**src/rtl/tf_loader_if.sv**
```systemverilog
// Twiddle-factor loader bus: host stream in, bank write port and status out.
// The master side is the host/DMA; the slave side is the loader itself.
interface tf_loader_if #(
  parameter int D_WIDTH = 64
);
  logic               start;
  logic               in_valid;
  logic [D_WIDTH-1:0] in_data;
  logic               in_ready;
  logic               wr_en;
  logic               wr_sel;
  logic [2:0]         wr_depth;
  logic [3:0]         wr_bank;
  logic [D_WIDTH-1:0] wr_data;
  logic [D_WIDTH-1:0] modulus;
  logic               busy;
  logic               done;
  logic               err;

  modport master (
    output start, in_valid, in_data,
    input  in_ready, wr_en, wr_sel,
    input  wr_depth, wr_bank, wr_data,
    input  modulus, busy, done, err
  );

  modport slave (
    input  start, in_valid, in_data,
    output in_ready, wr_en, wr_sel,
    output wr_depth, wr_bank, wr_data,
    output modulus, busy, done, err
  );
endinterface

```
**src/rtl/tf_loader.sv**
```systemverilog
// Twiddle-factor table loader: modulus, base rows, then constants,
// streamed into the base/constant register bank through one write port.
module tf_loader #(
  parameter int D_WIDTH       = 64,
  parameter int IT_DEPTH      = 3,
  parameter int TF_BANK       = 15,
  parameter int TF_CONST_BANK = 15
) (
  input logic       clk,
  input logic       rst_n,
  tf_loader_if.slave bus
);
  typedef enum logic [2:0] {
    S_IDLE,
    S_MOD,
    S_BASE,
    S_CONST,
    S_DONE,
    S_ERR
  } state_t;

  localparam logic [2:0] LAST_D = 3'(IT_DEPTH + 2);
  localparam logic [3:0] LAST_B = 4'(TF_BANK - 1);
  localparam logic [3:0] LAST_C = 4'(TF_CONST_BANK - 1);

  state_t             r_state;
  logic [2:0]         r_depth;
  logic [3:0]         r_bank;
  logic [D_WIDTH-1:0] r_mod;
  logic               r_wr_en;
  logic               r_wr_sel;
  logic [2:0]         r_wr_depth;
  logic [3:0]         r_wr_bank;
  logic [D_WIDTH-1:0] r_wr_data;

  logic w_busy;
  logic w_acc;
  logic w_in_range;

  assign w_busy = (r_state == S_MOD) ||
                  (r_state == S_BASE) ||
                  (r_state == S_CONST);
  assign w_acc = bus.in_valid && w_busy;
  assign w_in_range = bus.in_data < r_mod;

  // r_bank doubles as the constant index once the base rows are done
  always_ff @(posedge clk or negedge rst_n) begin
    if (!rst_n) begin
      r_state    <= S_IDLE;
      r_depth    <= '0;
      r_bank     <= '0;
      r_mod      <= '0;
      r_wr_en    <= 1'b0;
      r_wr_sel   <= 1'b0;
      r_wr_depth <= '0;
      r_wr_bank  <= '0;
      r_wr_data  <= '0;
    end else begin
      r_wr_en <= 1'b0;
      unique case (r_state)
        S_IDLE, S_DONE, S_ERR: begin
          if (bus.start) begin
            r_state <= S_MOD;
            r_depth <= '0;
            r_bank  <= '0;
          end
        end
        S_MOD: begin
          if (w_acc) begin
            r_mod   <= bus.in_data;
            r_state <= (bus.in_data == '0) ? S_ERR : S_BASE;
          end
        end
        S_BASE: begin
          if (w_acc) begin
            if (!w_in_range) begin
              r_state <= S_ERR;
            end else begin
              r_wr_en    <= 1'b1;
              r_wr_sel   <= 1'b0;
              r_wr_depth <= r_depth;
              r_wr_bank  <= r_bank;
              r_wr_data  <= bus.in_data;
              if (r_bank == LAST_B) begin
                r_bank <= '0;
                if (r_depth == LAST_D) begin
                  r_depth <= '0;
                  r_state <= S_CONST;
                end else begin
                  r_depth <= r_depth + 3'd1;
                end
              end else begin
                r_bank <= r_bank + 4'd1;
              end
            end
          end
        end
        S_CONST: begin
          if (w_acc) begin
            if (!w_in_range) begin
              r_state <= S_ERR;
            end else begin
              r_wr_en    <= 1'b1;
              r_wr_sel   <= 1'b1;
              r_wr_depth <= '0;
              r_wr_bank  <= r_bank;
              r_wr_data  <= bus.in_data;
              if (r_bank == LAST_C) begin
                r_bank  <= '0;
                r_state <= S_DONE;
              end else begin
                r_bank <= r_bank + 4'd1;
              end
            end
          end
        end
        default: r_state <= S_IDLE;
      endcase
    end
  end

  assign bus.in_ready = w_busy;
  assign bus.busy     = w_busy;
  assign bus.done     = (r_state == S_DONE);
  assign bus.err      = (r_state == S_ERR);
  assign bus.modulus  = r_mod;
  assign bus.wr_en    = r_wr_en;
  assign bus.wr_sel   = r_wr_sel;
  assign bus.wr_depth = r_wr_depth;
  assign bus.wr_bank  = r_wr_bank;
  assign bus.wr_data  = r_wr_data;
endmodule

```
**src/flat_wrapper.sv**
```systemverilog
// flat-port wrapper written by rule: the top's interface ports become plain ports
module tf_loader_flat 
#(
  parameter int D_WIDTH       = 64,
  parameter int IT_DEPTH      = 3,
  parameter int TF_BANK       = 15,
  parameter int TF_CONST_BANK = 15
)
  (clk, rst_n, bus_start, bus_in_valid, bus_in_data, bus_in_ready, bus_wr_en, bus_wr_sel, bus_wr_depth, bus_wr_bank, bus_wr_data, bus_modulus, bus_busy, bus_done, bus_err);
  tf_loader_if #(.D_WIDTH(D_WIDTH)) bus_i ();
  input logic clk;
  input logic rst_n;
  input wire logic [$bits(bus_i.start)-1:0] bus_start;
  input wire logic [$bits(bus_i.in_valid)-1:0] bus_in_valid;
  input wire logic [$bits(bus_i.in_data)-1:0] bus_in_data;
  output wire logic [$bits(bus_i.in_ready)-1:0] bus_in_ready;
  output wire logic [$bits(bus_i.wr_en)-1:0] bus_wr_en;
  output wire logic [$bits(bus_i.wr_sel)-1:0] bus_wr_sel;
  output wire logic [$bits(bus_i.wr_depth)-1:0] bus_wr_depth;
  output wire logic [$bits(bus_i.wr_bank)-1:0] bus_wr_bank;
  output wire logic [$bits(bus_i.wr_data)-1:0] bus_wr_data;
  output wire logic [$bits(bus_i.modulus)-1:0] bus_modulus;
  output wire logic [$bits(bus_i.busy)-1:0] bus_busy;
  output wire logic [$bits(bus_i.done)-1:0] bus_done;
  output wire logic [$bits(bus_i.err)-1:0] bus_err;
  assign bus_i.start = bus_start;
  assign bus_i.in_valid = bus_in_valid;
  assign bus_i.in_data = bus_in_data;
  assign bus_in_ready = bus_i.in_ready;
  assign bus_wr_en = bus_i.wr_en;
  assign bus_wr_sel = bus_i.wr_sel;
  assign bus_wr_depth = bus_i.wr_depth;
  assign bus_wr_bank = bus_i.wr_bank;
  assign bus_wr_data = bus_i.wr_data;
  assign bus_modulus = bus_i.modulus;
  assign bus_busy = bus_i.busy;
  assign bus_done = bus_i.done;
  assign bus_err = bus_i.err;
  tf_loader #(.D_WIDTH(D_WIDTH), .IT_DEPTH(IT_DEPTH), .TF_BANK(TF_BANK), .TF_CONST_BANK(TF_CONST_BANK)) u_core (.clk(clk), .rst_n(rst_n), .bus(bus_i));
endmodule
```
**config.mk**
```make
export PLATFORM = sky130hd
export DESIGN_NAME = tf_loader_flat
export DESIGN_NICKNAME = d
export VERILOG_FILES = /design/src/rtl/tf_loader_if.sv /design/src/rtl/tf_loader.sv /design/src/flat_wrapper.sv
export SDC_FILE = /design/constraint.sdc
export NUM_CORES = 1
export LEC_CHECK = 0
export ABC_AREA = 1
export CAP_MARGIN = 25
export CORE_ASPECT_RATIO = 1.75
export CORE_MARGIN = 2
export CORE_UTILIZATION = 53
export CTS_CLUSTER_SIZE = 25
export DETAILED_ROUTE_END_ITERATION = 6
export PLACE_DENSITY = 0.95
export REMOVE_ABC_BUFFERS = 1
export SLEW_MARGIN = 25
export SYNTH_ARGS = -nofsm -noshare
export SYNTH_HDL_FRONTEND = slang
export SYNTH_SLANG_ARGS = --single-unit
```
**constraint.sdc**
```tcl
create_clock -name clk -period 4.7 [get_ports clk]
set_clock_uncertainty 0.1 [all_clocks]
set_input_delay 1.41 -clock clk [delete_from_list [all_inputs] [get_ports clk]]
set_output_delay 1.41 -clock clk [all_outputs]
set_load 0.05 [all_outputs]
```
==> run_results.csv <==
group,metric,value,unit
outcome,status,"complete, no violations",
floorplan,core,14300,um^2
sta,finalSetupViolations,0,
layout,drive_gt1_frac,0.08094,
sta,period_needed,3.740,ns
logic_synthesis,synth-edff-count,0,
logic_synthesis,ys.warnings.count,0,
layout,stdcell_count,1292,
flow_run,drv_cap,0,
critical_path,cpMaxStageDelayCell,"clkdlybuf4s50_1",
sta,tns,0,ns
drt,drc_errors,0,
logic_synthesis,synth_ff_type,"dfrtp_1",
layout,final_common_cell,"nand2_1",
min_path,hold_end,"u_core.bus.wr_data[33]",
drt,totalWireLength,20730,um
sta,hold_viol,0,
floorplan,fp.dieH,163.6,um
layout,fin_util,0.7281,
power_and_ir_drop,irDropWorstVdd,0.4901,mV
grt,grt_usage,0.2773,
sta,period_share,0.7956,
critical_path,crit_family,"buffers and inverters",
logic_synthesis,synthCells,896,
critical_path,reg2reg_to,"u_core.bus.wr_data[3]",
layout,final_net_count,1231,
critical_path,path_cells,"clkdlybuf4s50_1 -> ha_1 -> a21oi_1 -> nor2_1 -> nor2_1 -> nand3_1 -> nand2_1 -> nand2_1 -> a21oi_4 -> nand3_4 -> buf_12 -> nand2_1 -> o21ai_0",
drt,wire_per_inst,16.05,um
placement,placed_cells,1261,
drt,vias,6900,
critical_path,worst-path-max-fanout,58,
floorplan,initial_core_util,0.5396,
clock_tree,cts_buffers,17,
min_path,hp-start,"u_core.bus.wr_data[33]",
critical_path,critPathBufInv,2,
clock_tree,cts_max_level,4,
critical_path,path_common_cell,"nand2_1",
logic_synthesis,yosysSeqAreaShare,0.4769,
critical_path,crit_type,"input pin to register",
floorplan,pin_count,209,
critical_path,reg2reg_depth,10,
layout,final.fill_count,991,
clock_tree,clk_latency,0.42,ns
layout,area_growth,34.94,%
critical_path,r2r_start,"u_core.bus.modulus[59]",
grt,gr-total-overflow,0,
sta,worst_pin_slew,0.9057,ns
sta,rsz0062_at_grt,"no",
critical_path,worst_setup_path_end_kind,"register",
sta,maxSlewViolCount,0,
placement,gp_congestion,0.8769,
drt,firstDrtPassIters,7,
grt,grt_pass1_vias,7030,
grt,grt_max_degree,99,
sta,slew-limit-headroom,0.3962,
clock_tree,cts_resized,0,
clock_tree,cts_tree,"yes",
sta,fmax,267.4,MHz
placement,io_buffers,208,
logic_synthesis,synth_seq_cells,147,
critical_path,cp-start-kind,"input pin",
floorplan,die_w,95.20,um
clock_tree,cts.sinks,147,
critical_path,slowest_delay,0.57,ns
placement,post-dp-hpwl,15490,um
power_and_ir_drop,leakagePower,5.107,nW
min_path,hold_depth,2,
layout,layout_common_cells,"nand2_1 (235), clkdlybuf4s50_1 (207), dfrtp_1 (147), inv_1 (142), o21ai_0 (88)",
clock_tree,postCtsSetupRepairBufs,0,
critical_path,worstPathArrival,3.92,ns
logic_synthesis,avgSynthCellArea,8.609,um^2
floorplan,rows,58,
drt,first_iter_violations,481,
logic_synthesis,synthDistinctLibCells,32,
drt,vias_per_cell,5.341,
clock_tree,root_buffer,"clkbuf_16",
logic_synthesis,synthArstFlopShare,1.000,
logic_synthesis,synth_area,7714,um^2
drt,ant_nets,0,
critical_path,cp.required,4.88,ns
power_and_ir_drop,powerDensity,801.4,nW/um^2
layout,diodes,0,
floorplan,die_area,15570,um^2
critical_path,reg2reg_slack,2.05,ns
clock_tree,clk_transition_reported_paths,0.06,ns
min_path,min_path_type,"register to register",
grt,grt_antenna_before_repair,0,
grt,grt_pass1_wl,33440,um
clock_tree,postCtsHoldBufs,0,
clock_tree,clk_path_buf_depth,2,
==> worst reg2reg max path: cells and delay by family (launching register included) <==
kind            cells  cell delay [ns]
buf+inv             2             0.39
flops               1             0.39
compound gates      1             0.15
fa+ha+maj           1             0.33
simple gates        6             1.16
==> registers in the layout, summed over array words and instances (netlist names) <==
signal,cells
u_core.bus.wr_sel,1
u_core.bus.modulus,64
u_core.bus.wr_en,1
u_core.bus.wr_bank,4
u_core.r_bank,4
u_core.bus.wr_depth,3
u_core.r_state,3
u_core.r_depth,3
u_core.bus.wr_data,64
==> routing by layer <==
metal	routed length [um]	share of wire	track usage	vias to the layer above
li1	-	-	-	3287
met1	7527	0.36	0.3003	3280
met2	11110	0.54	0.4872	258
met3	993	0.048	0.05028	75
met4	1098	0.053	0.1726	0
met5	0	0	0	-
==> kinds of logic after synthesis <==
| logic type | after synthesis | share of synthesized area |
|---|---|---|
| buffers and inverters | 173 | 0.1001 |
| adder cells (fa/ha/maj) | 63 | 0.1022 |
| AND/OR/NAND/NOR | 332 | 0.1778 |
| XOR/XNOR | 2 | 0.002271 |
| flip-flops | 147 | 0.4769 |
| AO/OA/AOI/OAI | 179 | 0.1408 |
==> metrics by stage <==
| step | setup WS [ns] | hold WS (ns) | area (um^2) | power (mW) |
|---|---|---|---|---|
| after global routing | 0.7858 | 0.4011 | 10410 | 8.838 |
| after detailed placement | 0.5960 | 0.3708 | 9872 | 7.094 |
| after CTS | 0.9930 | 0.3859 | 10410 | 8.373 |
| after floorplan | 0.7127 | 0.3863 | 7478 | 5.399 |
| after global placement | 0.7078 | 0.3659 | 9872 | 6.932 |
| final | 0.9605 | 0.3822 | 10410 | 8.342 |
==> cells in the mapped netlist, types with 4 or more instances <==
cell | n | area share
a21oi_1 | 39 | 0.025
buf_6 | 12 | 0.018
clkbuf_1 | 14 | 0.0068
dfrtp_1 | 147 | 0.48
ha_1 | 63 | 0.10
inv_1 | 142 | 0.069
nand2_1 | 236 | 0.11
nand3_1 | 15 | 0.0097
nand4_1 | 8 | 0.0065
nor2_1 | 42 | 0.020
nor3_1 | 10 | 0.0065
nor4_1 | 15 | 0.012
o21ai_0 | 88 | 0.057
o21ai_1 | 4 | 0.0026
o21ai_2 | 44 | 0.050
==> final cells by class <==
type                            count  area [um^2]  share of cell area
Clock buffer                       21        460.4             0.04424
Clock inverter                     10        76.32            0.007333
Sequential cell                   147         3679              0.3534
Tap cell                          180        225.2             0.02164
Multi-Input combinational cell    576         3271              0.3142
Timing Repair Buffer              215         2161              0.2076
Inverter                          143        536.8             0.05157
==> worst max path at each step <==
| stage | cells after the start | endpoint | from |
|---|---|---|---|
| after floorplan | 12 | u_core.r_bank[0] | bus_in_data[37] |
| after global placement | 10 | u_core.bus.wr_data[62] | bus_in_data[59] |
| after detailed placement | 15 | u_core.bus.wr_data[62] | bus_in_data[5] |
| after CTS | 15 | u_core.bus.wr_data[4] | bus_in_data[5] |
| after global routing | 11 | u_core.bus.wr_data[58] | bus_in_data[63] |
| final | 13 | u_core.bus.wr_data[3] | bus_in_data[37] |
==> report_power, final <==
| part | switching [mW] | leakage [nW] | internal (mW) | total [mW] |
|---|---|---|---|---|
| logic | 3.30 | 3.00 | 1.57 | 4.87 |
| clock network | 0.533 | 0.256 | 0.705 | 1.24 |
| registers | 0.413 | 1.85 | 1.82 | 2.23 |
Note: power is estimated with default switching activity, not from simulation.
